$ cat config.mk
export PLATFORM = sky130hd
export DESIGN_NAME = hd44780_rx_flat
export DESIGN_NICKNAME = d
export VERILOG_FILES = /design/src/rtl/hd44780_rx_if.sv /design/src/rtl/hd44780_rx.sv /design/src/flat_wrapper.sv
export SDC_FILE = /design/constraint.sdc
export NUM_CORES = 1
export LEC_CHECK = 0
export CAP_MARGIN = 20
export CORE_MARGIN = 8
export CORE_UTILIZATION = 30
export DETAILED_ROUTE_END_ITERATION = 12
export SYNTH_ARGS = -nofsm -noshare
export SYNTH_HDL_FRONTEND = slang
export SYNTH_SLANG_ARGS = --single-unit
export TNS_END_PERCENT = 10
$ cat constraint.sdc
create_clock -name clk -period 3.2 [get_ports clk]
set_input_delay 0.64 -clock clk [delete_from_list [all_inputs] [get_ports clk]]
set_output_delay 0.64 -clock clk [all_outputs]
set_load 0.02 [all_outputs]
$ cat src/rtl/hd44780_rx_if.sv
// HD44780 4-bit bus as seen on the LCD pins: enable strobe, register
// select and the upper data nibble DB7..DB4. The LCD driver is the
// master; the receiver model is the slave.
interface hd44780_rx_if;
   logic       en;
   logic       rs;
   logic [3:0] data;

   modport master (output en, output rs, output data);
   modport slave  (input  en, input  rs, input  data);
endinterface

$ cat src/rtl/hd44780_rx.sv
// Responder-side model of an HD44780 character LCD on a 4-bit bus.
// Synchronises the driver's en/rs/data, rebuilds bytes from nibbles,
// executes the driver's command subset and keeps a 2-row DDRAM image
// that on-chip consumers read through rd_row/rd_col.
// Optional feature: define LCD_SHIFT_EN to make cursor-shift commands
// (0001 S/C R/L xx with S/C=0) step the address counter; without it the
// whole 0001xxxx group is a no-op.
module hd44780_rx #(
   parameter int COLS         = 16,
   parameter int CLEAR_CYCLES = 64
) (
   input  logic             clk,
   input  logic             reset,
   hd44780_rx_if.slave      bus,
   input  logic             rd_row,
   input  logic [5:0]       rd_col,
   output logic [7:0]       rd_char,
   output logic [6:0]       addr,
   output logic             four_bit,
   output logic             two_line,
   output logic             display_on,
   output logic             cursor_on,
   output logic             blink_on,
   output logic             busy,
   output logic             byte_valid,
   output logic             byte_rs,
   output logic [7:0]       byte_data,
   output logic             overrun
);

   localparam int WALK_LEN = 2 * COLS;
   localparam int IW       = $clog2(WALK_LEN);
   localparam int CW       = $clog2(CLEAR_CYCLES);

   typedef enum logic [1:0] {ST_INIT, ST_IDLE, ST_CLR_WALK, ST_CLR_HOLD} state_t;
   typedef enum logic {PH_HIGH, PH_LOW} phase_t;

   logic          en_s1, en_s2, en_d;
   logic          rs_s1, rs_s2;
   logic [3:0]    d_s1, d_s2;
   logic          strobe, byte_done, exec, asm_rs;
   logic [7:0]    asm_byte;
   logic [3:0]    hi_nib;
   logic          hi_rs;
   phase_t        phase;
   logic          incdec;
   state_t        state, state_n;
   logic [CW-1:0] cnt, cnt_n;
   logic          walk_we, clear_go, data_we;
   logic          wr_hit;
   logic [IW-1:0] wr_idx, rd_idx;
   logic          rd_ok;
   logic [7:0]    mem [WALK_LEN];

   function automatic logic [6:0] addr_inc(input logic [6:0] a);
      case (a)
         7'h27:   return 7'h40;
         7'h67:   return 7'h00;
         default: return a + 7'd1;
      endcase
   endfunction

   function automatic logic [6:0] addr_dec(input logic [6:0] a);
      case (a)
         7'h00:   return 7'h67;
         7'h40:   return 7'h27;
         default: return a - 7'd1;
      endcase
   endfunction

   // Two-flop synchronisers for the bus, plus one en delay stage for edge detection.
   always_ff @(posedge clk or posedge reset) begin
      if (reset) begin
         en_s1 <= 1'b0;
         en_s2 <= 1'b0;
         en_d  <= 1'b0;
         rs_s1 <= 1'b0;
         rs_s2 <= 1'b0;
         d_s1  <= 4'h0;
         d_s2  <= 4'h0;
      end else begin
         // NOTE: non-blocking so each stage takes its neighbour's pre-edge value.
         en_s1 <= bus.en;
         en_s2 <= en_s1;
         en_d  <= en_s2;
         rs_s1 <= bus.rs;
         rs_s2 <= rs_s1;
         d_s1  <= bus.data;
         d_s2  <= d_s1;
      end
   end

   // Strobe detection and byte assembly; a byte executes only when not busy.
   always_comb begin
      // NOTE: every output gets a default first so no path can infer a latch.
      strobe    = en_d & ~en_s2;
      asm_byte  = {d_s2, 4'b0000};
      asm_rs    = rs_s2;
      byte_done = strobe;
      if (four_bit) begin
         asm_byte  = {hi_nib, d_s2};
         asm_rs    = hi_rs;
         byte_done = strobe & (phase == PH_LOW);
      end
      exec     = byte_done & ~busy;
      clear_go = exec & ~asm_rs & (asm_byte == 8'h01);
      data_we  = exec & asm_rs & wr_hit;
   end

   // Map the address counter onto a DDRAM index; unmapped addresses drop writes.
   always_comb begin
      wr_hit = 1'b0;
      wr_idx = '0;
      if (int'(addr) < COLS) begin
         wr_hit = 1'b1;
         wr_idx = IW'(addr);
      end else if (int'(addr) >= 'h40 && int'(addr) < 'h40 + COLS) begin
         wr_hit = 1'b1;
         wr_idx = IW'(int'(addr) - 'h40 + COLS);
      end
   end

   // Readout index; columns past the stored width read as a space.
   always_comb begin
      rd_ok  = int'(rd_col) < COLS;
      rd_idx = rd_row ? IW'(int'(rd_col) + COLS) : IW'(rd_col);
   end

   // Clear FSM state and cycle counter.
   always_ff @(posedge clk or posedge reset) begin
      if (reset) begin
         state <= ST_INIT;
         cnt   <= '0;
      end else begin
         state <= state_n;
         cnt   <= cnt_n;
      end
   end

   // Clear FSM: the reset walk runs silently; a clear command walks, then holds busy.
   always_comb begin
      state_n = state;
      cnt_n   = cnt;
      walk_we = 1'b0;
      case (state)
         ST_INIT: begin
            walk_we = 1'b1;
            if (cnt == CW'(WALK_LEN - 1)) begin
               state_n = ST_IDLE;
               cnt_n   = '0;
            end else begin
               cnt_n = cnt + 1'b1;
            end
         end
         ST_IDLE: ;
         ST_CLR_WALK: begin
            walk_we = 1'b1;
            cnt_n   = cnt + 1'b1;
            if (cnt == CW'(CLEAR_CYCLES - 1)) begin
               state_n = ST_IDLE;
               cnt_n   = '0;
            end else if (cnt == CW'(WALK_LEN - 1)) begin
               state_n = ST_CLR_HOLD;
            end
         end
         ST_CLR_HOLD: begin
            cnt_n = cnt + 1'b1;
            if (cnt == CW'(CLEAR_CYCLES - 1)) begin
               state_n = ST_IDLE;
               cnt_n   = '0;
            end
         end
         default: state_n = ST_IDLE;
      endcase
      if (clear_go) begin
         state_n = ST_CLR_WALK;
         cnt_n   = '0;
      end
   end

   // Busy covers only a commanded clear, never the reset walk.
   always_comb busy = (state == ST_CLR_WALK) || (state == ST_CLR_HOLD);

   // DDRAM write port: walk fill, then executed data writes (data wins on a tie).
   // NOTE: the array has no reset; the walk fills it, so it can map onto a RAM.
   always_ff @(posedge clk) begin
      if (walk_we) mem[IW'(cnt)] <= 8'h20;
      if (data_we) mem[wr_idx]   <= asm_byte;
   end

   // Registered readout; a same-cycle write to the location returns the old byte.
   always_ff @(posedge clk or posedge reset) begin
      if (reset) rd_char <= 8'h20;
      else       rd_char <= rd_ok ? mem[rd_idx] : 8'h20;
   end

   // Nibble phase, byte report, overrun and command/data execution.
   always_ff @(posedge clk or posedge reset) begin
      if (reset) begin
         addr       <= 7'h00;
         four_bit   <= 1'b0;
         two_line   <= 1'b0;
         display_on <= 1'b0;
         cursor_on  <= 1'b0;
         blink_on   <= 1'b0;
         incdec     <= 1'b1;
         phase      <= PH_HIGH;
         hi_nib     <= 4'h0;
         hi_rs      <= 1'b0;
         byte_valid <= 1'b0;
         byte_rs    <= 1'b0;
         byte_data  <= 8'h00;
         overrun    <= 1'b0;
      end else begin
         byte_valid <= byte_done;
         if (byte_done) begin
            byte_rs   <= asm_rs;
            byte_data <= asm_byte;
            if (busy) overrun <= 1'b1;
         end
         if (strobe && four_bit) begin
            if (phase == PH_HIGH) begin
               hi_nib <= d_s2;
               hi_rs  <= rs_s2;
               phase  <= PH_LOW;
            end else begin
               phase  <= PH_HIGH;
            end
         end
         if (exec) begin
            if (asm_rs) begin
               addr <= incdec ? addr_inc(addr) : addr_dec(addr);
            end else begin
               casez (asm_byte)
                  8'b1???????: addr <= asm_byte[6:0];
                  8'b01??????: ;
                  8'b001?????: begin
                     four_bit <= ~asm_byte[4];
                     two_line <= asm_byte[3];
                     phase    <= PH_HIGH;
                  end
                  8'b0001????: begin
`ifdef LCD_SHIFT_EN
                     if (!asm_byte[3]) addr <= asm_byte[2] ? addr_inc(addr) : addr_dec(addr);
`endif
                  end
                  8'b00001???: begin
                     display_on <= asm_byte[2];
                     cursor_on  <= asm_byte[1];
                     blink_on   <= asm_byte[0];
                  end
                  8'b000001??: incdec <= asm_byte[1];
                  8'b0000001?: addr <= 7'h00;
                  8'b00000001: begin
                     addr   <= 7'h00;
                     incdec <= 1'b1;
                  end
                  default: ;
               endcase
            end
         end
      end
   end

endmodule

$ cat src/flat_wrapper.sv
// flat-port wrapper written by rule: the top's interface ports become plain ports
module hd44780_rx_flat 
#(
   parameter int COLS         = 16,
   parameter int CLEAR_CYCLES = 64
)
  (clk, reset, rd_row, rd_col, rd_char, addr, four_bit, two_line, display_on, cursor_on, blink_on, busy, byte_valid, byte_rs, byte_data, overrun, bus_en, bus_rs, bus_data);
  hd44780_rx_if bus_i ();
  input  logic clk;
  input  logic reset;
  input  logic rd_row;
  input  logic [5:0] rd_col;
  output logic [7:0] rd_char;
  output logic [6:0] addr;
  output logic four_bit;
  output logic two_line;
  output logic display_on;
  output logic cursor_on;
  output logic blink_on;
  output logic busy;
  output logic byte_valid;
  output logic byte_rs;
  output logic [7:0] byte_data;
  output logic overrun;
  input wire logic [$bits(bus_i.en)-1:0] bus_en;
  input wire logic [$bits(bus_i.rs)-1:0] bus_rs;
  input wire logic [$bits(bus_i.data)-1:0] bus_data;
  assign bus_i.en = bus_en;
  assign bus_i.rs = bus_rs;
  assign bus_i.data = bus_data;
  hd44780_rx #(.COLS(COLS), .CLEAR_CYCLES(CLEAR_CYCLES)) u_core (.clk(clk), .reset(reset), .bus(bus_i), .rd_row(rd_row), .rd_col(rd_col), .rd_char(rd_char), .addr(addr), .four_bit(four_bit), .two_line(two_line), .display_on(display_on), .cursor_on(cursor_on), .blink_on(blink_on), .busy(busy), .byte_valid(byte_valid), .byte_rs(byte_rs), .byte_data(byte_data), .overrun(overrun));
endmodule
==> flow_metrics.py, run 1 <==
metrics = {
    "global_routing": {
        "grt_pass1_vias": 9706,
        "grt_busiest_layer": "met2",
        "grt_max_degree": 34,
        "grt_use_total_pct": 15.1,
        "grt_util_met1_pct": 20.8,
        "grt_pass1_wl_um": 63900,
        "antenna_found_initial": 0,
        "met2_usage_pct": 23.5,
        "gr-usage-met3_pct": 3.36,
        "grt_overflow": 0,
    },
    "yosys": {
        "synth_area_um2": 14500,
        "synth-adder-area-share_pct": 0.606,
        "synth_top_flop_cell": "edfxtp_1",
        "ys_seq_elements": 315,
        "synth_cells": 1146,
        "synth_top_area_cell": "edfxtp_1",
        "async_flop_share_pct": 18.7,
        "synth_xor_area_share_pct": 0.363,
        "synth_area_per_cell_um2": 12.6,
        "synth_top_family_by_area": "simple AND/OR/NAND/NOR gates",
        "ys_types": 64,
        "synthTopCellsByArea": "edfxtp_1, dfrtp_1, mux4_2",
        "synth_top_cell_area_share_pct": 53.2,
        "synth_edf_count": 256,
        "synth.most_common_cell": "nor2_1",
        "synthMuxAreaShare_pct": 11.9,
        "yosys_warnings": 0,
        "synth_compound_area_share_pct": 6.44,
        "synth.yosys.seq_area_share_pct": 63.4,
        "synth-simple-area-share_pct": 14.3,
        "synthesis.nets": 1168,
        "synth_common_cells": "nor2_1, edfxtp_1, nand2_1, dfrtp_1, mux2i_1",
    },
    "hold_path": {
        "hp-class": "flip-flop to flip-flop",
        "hold_path_depth": 0,
    },
    "place": {
        "port_buffers": 46,
        "place_congestion": 0.911,
        "place_area_um2": 15900,
        "dpl.hpwl_um": 30000,
        "dp.cells": 1809,
        "place_ws_ns": 0.490,
    },
    "timing": {
        "rsz0062_at_grt": "false",
        "hold_viol_final": 0,
        "fin_skew_ns": 0.0269,
        "tightest_slew_ns": 0.864,
        "worst_slack_ns": 0.532,
        "timing.final.max_slew_violations": 0,
        "setup_viol": 0,
        "tns_ns": 0,
        "max_freq_ghz": 0.375,
        "period_needed_ns": 2.67,
        "period_share_pct": 83.4,
        "maxSlewHeadroom_pct": 42.4,
    },
    "pwr": {
        "powerDensity_nw_per_um2": 710,
        "ir_worst_vdd_v": 0.000398,
        "p_leak_nw": 5.66,
    },
    "setup_path": {
        "path_cells": "clkdlybuf4s50_1",
        "cp-end-kind": "primary output",
        "path_buf_inv": 1,
        "slowest_delay_ns": 0.76,
        "reg2reg_slack_ns": 0.58,
        "worstRegToRegCells": 7,
        "crit_family": "buffers and inverters",
        "critical_path_depth": 1,
        "path_max_fanout": 19,
        "cp.required_ns": 2.56,
        "cp-start-kind": "flip-flop",
        "crit_slowest_cell": "clkdlybuf4s50_1",
        "arrival_ns": 2.03,
        "crit_type": "flip-flop to primary output",
    },
    "clock_tree": {
        "cts_max_level": 2,
        "clock-root-buffer": "clkbuf_16",
        "cts_sinks": 315,
        "clk_pin_slew_ns": 0.06,
        "cts_setup_buffers": 0,
        "cts.path.max_buffers": 3,
        "cts_made_buffers": 35,
        "clkLatencyLatePin_ns": 0.53,
        "ctsResizeCount": 0,
        "cts_tree": "done",
        "cts_hold_buf": 0,
    },
    "die": {
        "die_w_um": 236,
        "dieArea_um2": 55500,
        "ios": 47,
        "coreArea_um2": 47600,
        "start_util_pct": 30.3,
        "fp.dieH_um": 236,
        "rows": 80,
    },
    "cells_and_area": {
        "drive_above_1_share_pct": 16.0,
        "instances_no_fill": 1872,
        "postLayoutCellArea_um2": 17100,
        "nFillCells": 4630,
        "area_delta_synth_final_pct": 18.2,
        "nets": 1253,
        "antenna_cells": 0,
    },
    "detailed_routing": {
        "wire_per_inst_um": 23.2,
        "wirelength_um": 43400,
        "drt-pass1-iter-count": 6,
        "drc": 0,
        "ant_nets": 0,
        "vias_per_cell": 5.36,
        "vias": 10026,
        "first_iter_violations": 1465,
    },
    "job": {
        "drv_cap": 0,
    },
    "run_status": {
        "outcome": "finished clean",
    },
}
## power by group
group,leakage (nW),total (mW),internal (mW),switching (mW)
sequential,3.09,5.23,4.82,0.413
combinational,2.01,2.78,0.997,1.79
clock,0.559,4.11,2.47,1.65
total,5.66,12.1,8.28,3.85
## logic make-up after synthesis
group | count (synthesis)
compound gates | 134
xor+xnor | 6
fa+ha+maj | 7
buf+inv | 90
flops | 315
mux | 113
simple gates | 481
## metal layers
metal | vias to the layer above | share of wire, %
met3 | 86 | 10
met4 | 0 | 3.0
met5 | - | 0
li1 | 4377 | -
met2 | 552 | 45
met1 | 5011 | 42
## cell type report
class | instances | area (um2) | area share [%]
inverter | 16 | 60.1 | 0.352
clock inverter | 15 | 223 | 1.30
multi-input combinational | 741 | 4870 | 28.5
sequential | 315 | 9170 | 53.7
timing repair buffer | 122 | 1060 | 6.21
clock buffer | 48 | 935 | 5.47
tap | 615 | 769 | 4.50
## flip-flops by register name (all words and copies together) (netlist names), 2 cells and up
register	count
u_core.d_s2	4
u_core.rd_char	8
u_core.hi_nib	4
u_core.byte_data	8
u_core.state	2
u_core.cnt	6
u_core.addr	7
u_core.d_s1	4
u_core.mem	256
## through the flow
step	util, %	hold WS [ns]	power (mW)
final	35.9	0.346	12.1
after global routing	35.9	0.356	12.6
after detailed placement	33.4	0.335	8.06
after floorplan	-	0.331	6.92
after CTS	35.9	0.348	12.2
after global placement	33.4	0.333	8.04
## layout by cell type, fill, tap and decap left out, types with 7 or more instances in the layout
cell type,netlist,routed
nor3_1,25,25
o22ai_1,28,28
mux4_2,46,46
nor2_1,261,261
buf_4,2,74
inv_1,15,14
dfrtp_1,57,57
a22oi_1,12,12
edfxtp_1,256,256
nand2_1,108,108
a21oi_1,18,18
clkbuf_1,46,12
ha_1,7,7
mux2i_1,51,51
clkdlybuf4s50_1,0,44
nor2b_1,10,10
mux2_2,16,16
clkbuf_16,0,35
nand3_1,26,26
nand2b_1,14,14
a221oi_1,10,10
a31oi_1,7,7
o21ai_0,16,16
## path summary, 6_finish.rpt
kind                                       startpoint                               to
min                          u_core.d_s1[1]$_DFF_PP0_         u_core.d_s2[1]$_DFF_PP0_
min reg2reg                  u_core.d_s1[1]$_DFF_PP0_         u_core.d_s2[1]$_DFF_PP0_
max in group asynchronous                       reset       u_core.overrun$_DFFE_PP0P_
max reg2reg                  u_core.d_s2[3]$_DFF_PP0_  u_core.mem[29][5]$_SDFFCE_PN1P_
min in group asynchronous                       reset      u_core.two_line$_DFFE_PP0P_
max                        u_core.addr[3]$_DFFE_PP0P_                          addr[3]
No activity file was read; power rests on OpenSTA's default activity.
==> run 2, diff against run 1 <==
==> constraint.sdc (replaced) <==
create_clock -name clk -period 2.4 [get_ports clk]
set_input_delay 0.48 -clock clk [delete_from_list [all_inputs] [get_ports clk]]
set_output_delay 0.48 -clock clk [all_outputs]
set_load 0.02 [all_outputs]
==> flow_metrics.py, run 2 (same netlist as run 1, synthesis figures left out) <==
metrics = {
    "clock_tree": {
        "clkLatencyLatePin_ns": 0.54,
        "cts_max_level": 2,
        "cts_made_buffers": 36,
        "cts_sinks": 315,
        "clock-root-buffer": "clkbuf_16",
        "cts.path.max_buffers": 3,
        "cts_setup_buffers": 0,
        "cts_tree": "done",
        "cts_hold_buf": 0,
        "clk_pin_slew_ns": 0.06,
    },
    "place": {
        "port_buffers": 46,
        "dpl.hpwl_um": 32800,
        "place_ws_ns": -0.0545,
        "place_congestion": 0.949,
    },
    "cells_and_area": {
        "largest_reg_flops": 256,
        "reg_top3": "u_core.mem x256, u_core.byte_data x8, u_core.rd_char x8",
        "final_common_cell": "nor2_1",
        "area_delta_synth_final_pct": 22.4,
        "nets": 1323,
        "final_util_pct": 37.1,
        "drive_above_1_share_pct": 21.5,
        "top_register": "u_core.mem",
        "layout_common_cells": "nor2_1, edfxtp_1, buf_4",
        "antenna_cells": 0,
    },
    "setup_path": {
        "crit_family": "buffers and inverters",
        "path_buf_inv": 1,
        "arrival_ns": 1.84,
        "cp-end-kind": "primary output",
        "cp.required_ns": 1.92,
        "path_cells": "clkdlybuf4s50_1",
        "slowest_delay_ns": 0.75,
        "cp-start-kind": "flip-flop",
        "crit_slowest_cell": "clkdlybuf4s50_1",
        "crit_type": "flip-flop to primary output",
        "path_max_fanout": 10,
    },
    "detailed_routing": {
        "drc": 0,
        "first_iter_violations": 1254,
        "ant_nets": 0,
        "vias_per_cell": 5.32,
        "vias": 10328,
        "wire_per_inst_um": 23.6,
        "wirelength_um": 45900,
        "drt-pass1-iter-count": 6,
    },
    "die": {
        "fp.dieH_um": 236,
        "coreArea_um2": 47600,
        "dieArea_um2": 55500,
        "ios": 47,
        "die_w_um": 236,
        "rows": 80,
        "start_util_pct": 30.3,
    },
    "global_routing": {
        "grt_overflow": 0,
        "grt_max_degree": 32,
        "grt_use_total_pct": 16.1,
        "grt_pass1_vias": 10328,
        "grt_pass1_wl_um": 67700,
        "antenna_found_initial": 0,
    },
    "pwr": {
        "p_leak_nw": 6.02,
        "pwr-share-comb_pct": 25.7,
        "clock_power_share_pct": 32.0,
        "powerDensity_nw_per_um2": 921,
        "seqPwrFrac_pct": 42.2,
        "ir_worst_vdd_v": 0.000695,
        "p_sw_mw": 5.34,
        "switching_share_pct": 32.8,
        "power.internal_mw": 11.0,
    },
    "timing": {
        "period_share_pct": 96.8,
        "setup_viol": 0,
        "tightest_slew_ns": 0.747,
        "timing.final.max_slew_violations": 0,
        "rsz0062_at_grt": "true",
        "period_needed_ns": 2.32,
        "maxSlewHeadroom_pct": 50.1,
        "worst_slack_ns": 0.0775,
        "fin_skew_ns": 0.0241,
        "hold_viol_final": 0,
        "max_freq_ghz": 0.431,
    },
    "job": {
        "drv_cap": 0,
    },
    "run_status": {
        "outcome": "finished clean",
    },
    "hold_path": {
        "hp-class": "primary input to async pin",
    },
}
-- run 2: power groups by stage --
stage               logic [mW]  clock network [mW]  registers [mW]
global placement          4.12                   0            6.95
floorplan                 2.32                   0            6.93
detailed placement        4.14                   0            6.97
CTS                       4.15                5.31            6.87
finish                    4.20                5.22            6.89
global route              4.48                5.51            6.95
-- run 2: worst reg2reg max path, stage by stage, from the launching register on --
cell and delay [ns]:
dfrtp_1 0.43, nor4b_4 0.31, o2111a_2 0.29, o211a_1 0.29
nand3_1 0.23, o22ai_1 0.21, buf_4 0.25
-- run 2: path summary, 6_finish.rpt --
| kind | end | slack [ns] | from | cells after the start |
|---|---|---|---|---|
| min reg2reg | u_core.rs_s2$_DFF_PP0_ | 0.35 | u_core.rs_s1$_DFF_PP0_ | 0 |
| min in group clk | u_core.rs_s2$_DFF_PP0_ | 0.35 | u_core.rs_s1$_DFF_PP0_ | 0 |
| max reg2reg | u_core.mem[9][5]$_SDFFCE_PN1P_ | 0.08 | u_core.hi_nib[2]$_DFFE_PP0P_ | 6 |
| max in group asynchronous | u_core.rd_char[5]$_DFF_PP1_ | 1.52 | reset | 3 |
| max | addr[6] | 0.08 | u_core.addr[6]$_DFFE_PP0P_ | 1 |
| min | u_core.en_d$_DFF_PP0_ | 0.27 | reset | 2 |
-- run 2: per-stage QoR --
| stage | TNS [ns] | power, mW | instance area (um2) | instances | hold WS (ns) |
|---|---|---|---|---|---|
| 2_1_floorplan | -7.16 | 9.25 | 14500 | 1146 | 0.331 |
| 3_3_place_gp | 0 | 11.1 | 16600 | 1878 | 0.334 |
| 3_5_place_dp | -0.0545 | 11.1 | 16600 | 1878 | 0.338 |
| 4_1_cts | 0 | 16.3 | 17700 | 1943 | 0.258 |
| 5_1_grt | -0.0336 | 16.9 | 17700 | 1943 | 0.294 |
| 6_report | 0 | 16.3 | 17700 | 1943 | 0.267 |
-- run 2: area by class of cell --
| class | instances | area (um2) |
|---|---|---|
| fill | 4588 | 29900 |
| tap | 615 | 769 |
| sequential | 315 | 9170 |
| clock inverter | 16 | 101 |
| timing repair buffer | 191 | 1670 |
| inverter | 16 | 60.1 |
| multi-input combinational | 741 | 4920 |
| clock buffer | 49 | 1010 |
-- run 2: timing repair --
action	CTS	global route
resized for setup	2	7
pin swaps	0	1
endpoints found under the setup margin	2	98
-- run 2: per-layer routing --
metal / part of all wire [%] / wire, um / vias up / global-route usage [%]
met1: 42 / 19100 / 5221 / 21.3
li1: - / - / 4520 / -
met2: 45 / 20600 / 474 / 25.1
met4: 4.8 / 2210 / 0 / 7.54
met5: 0 / 0 / - / 0
met3: 8.6 / 3930 / 113 / 3.60
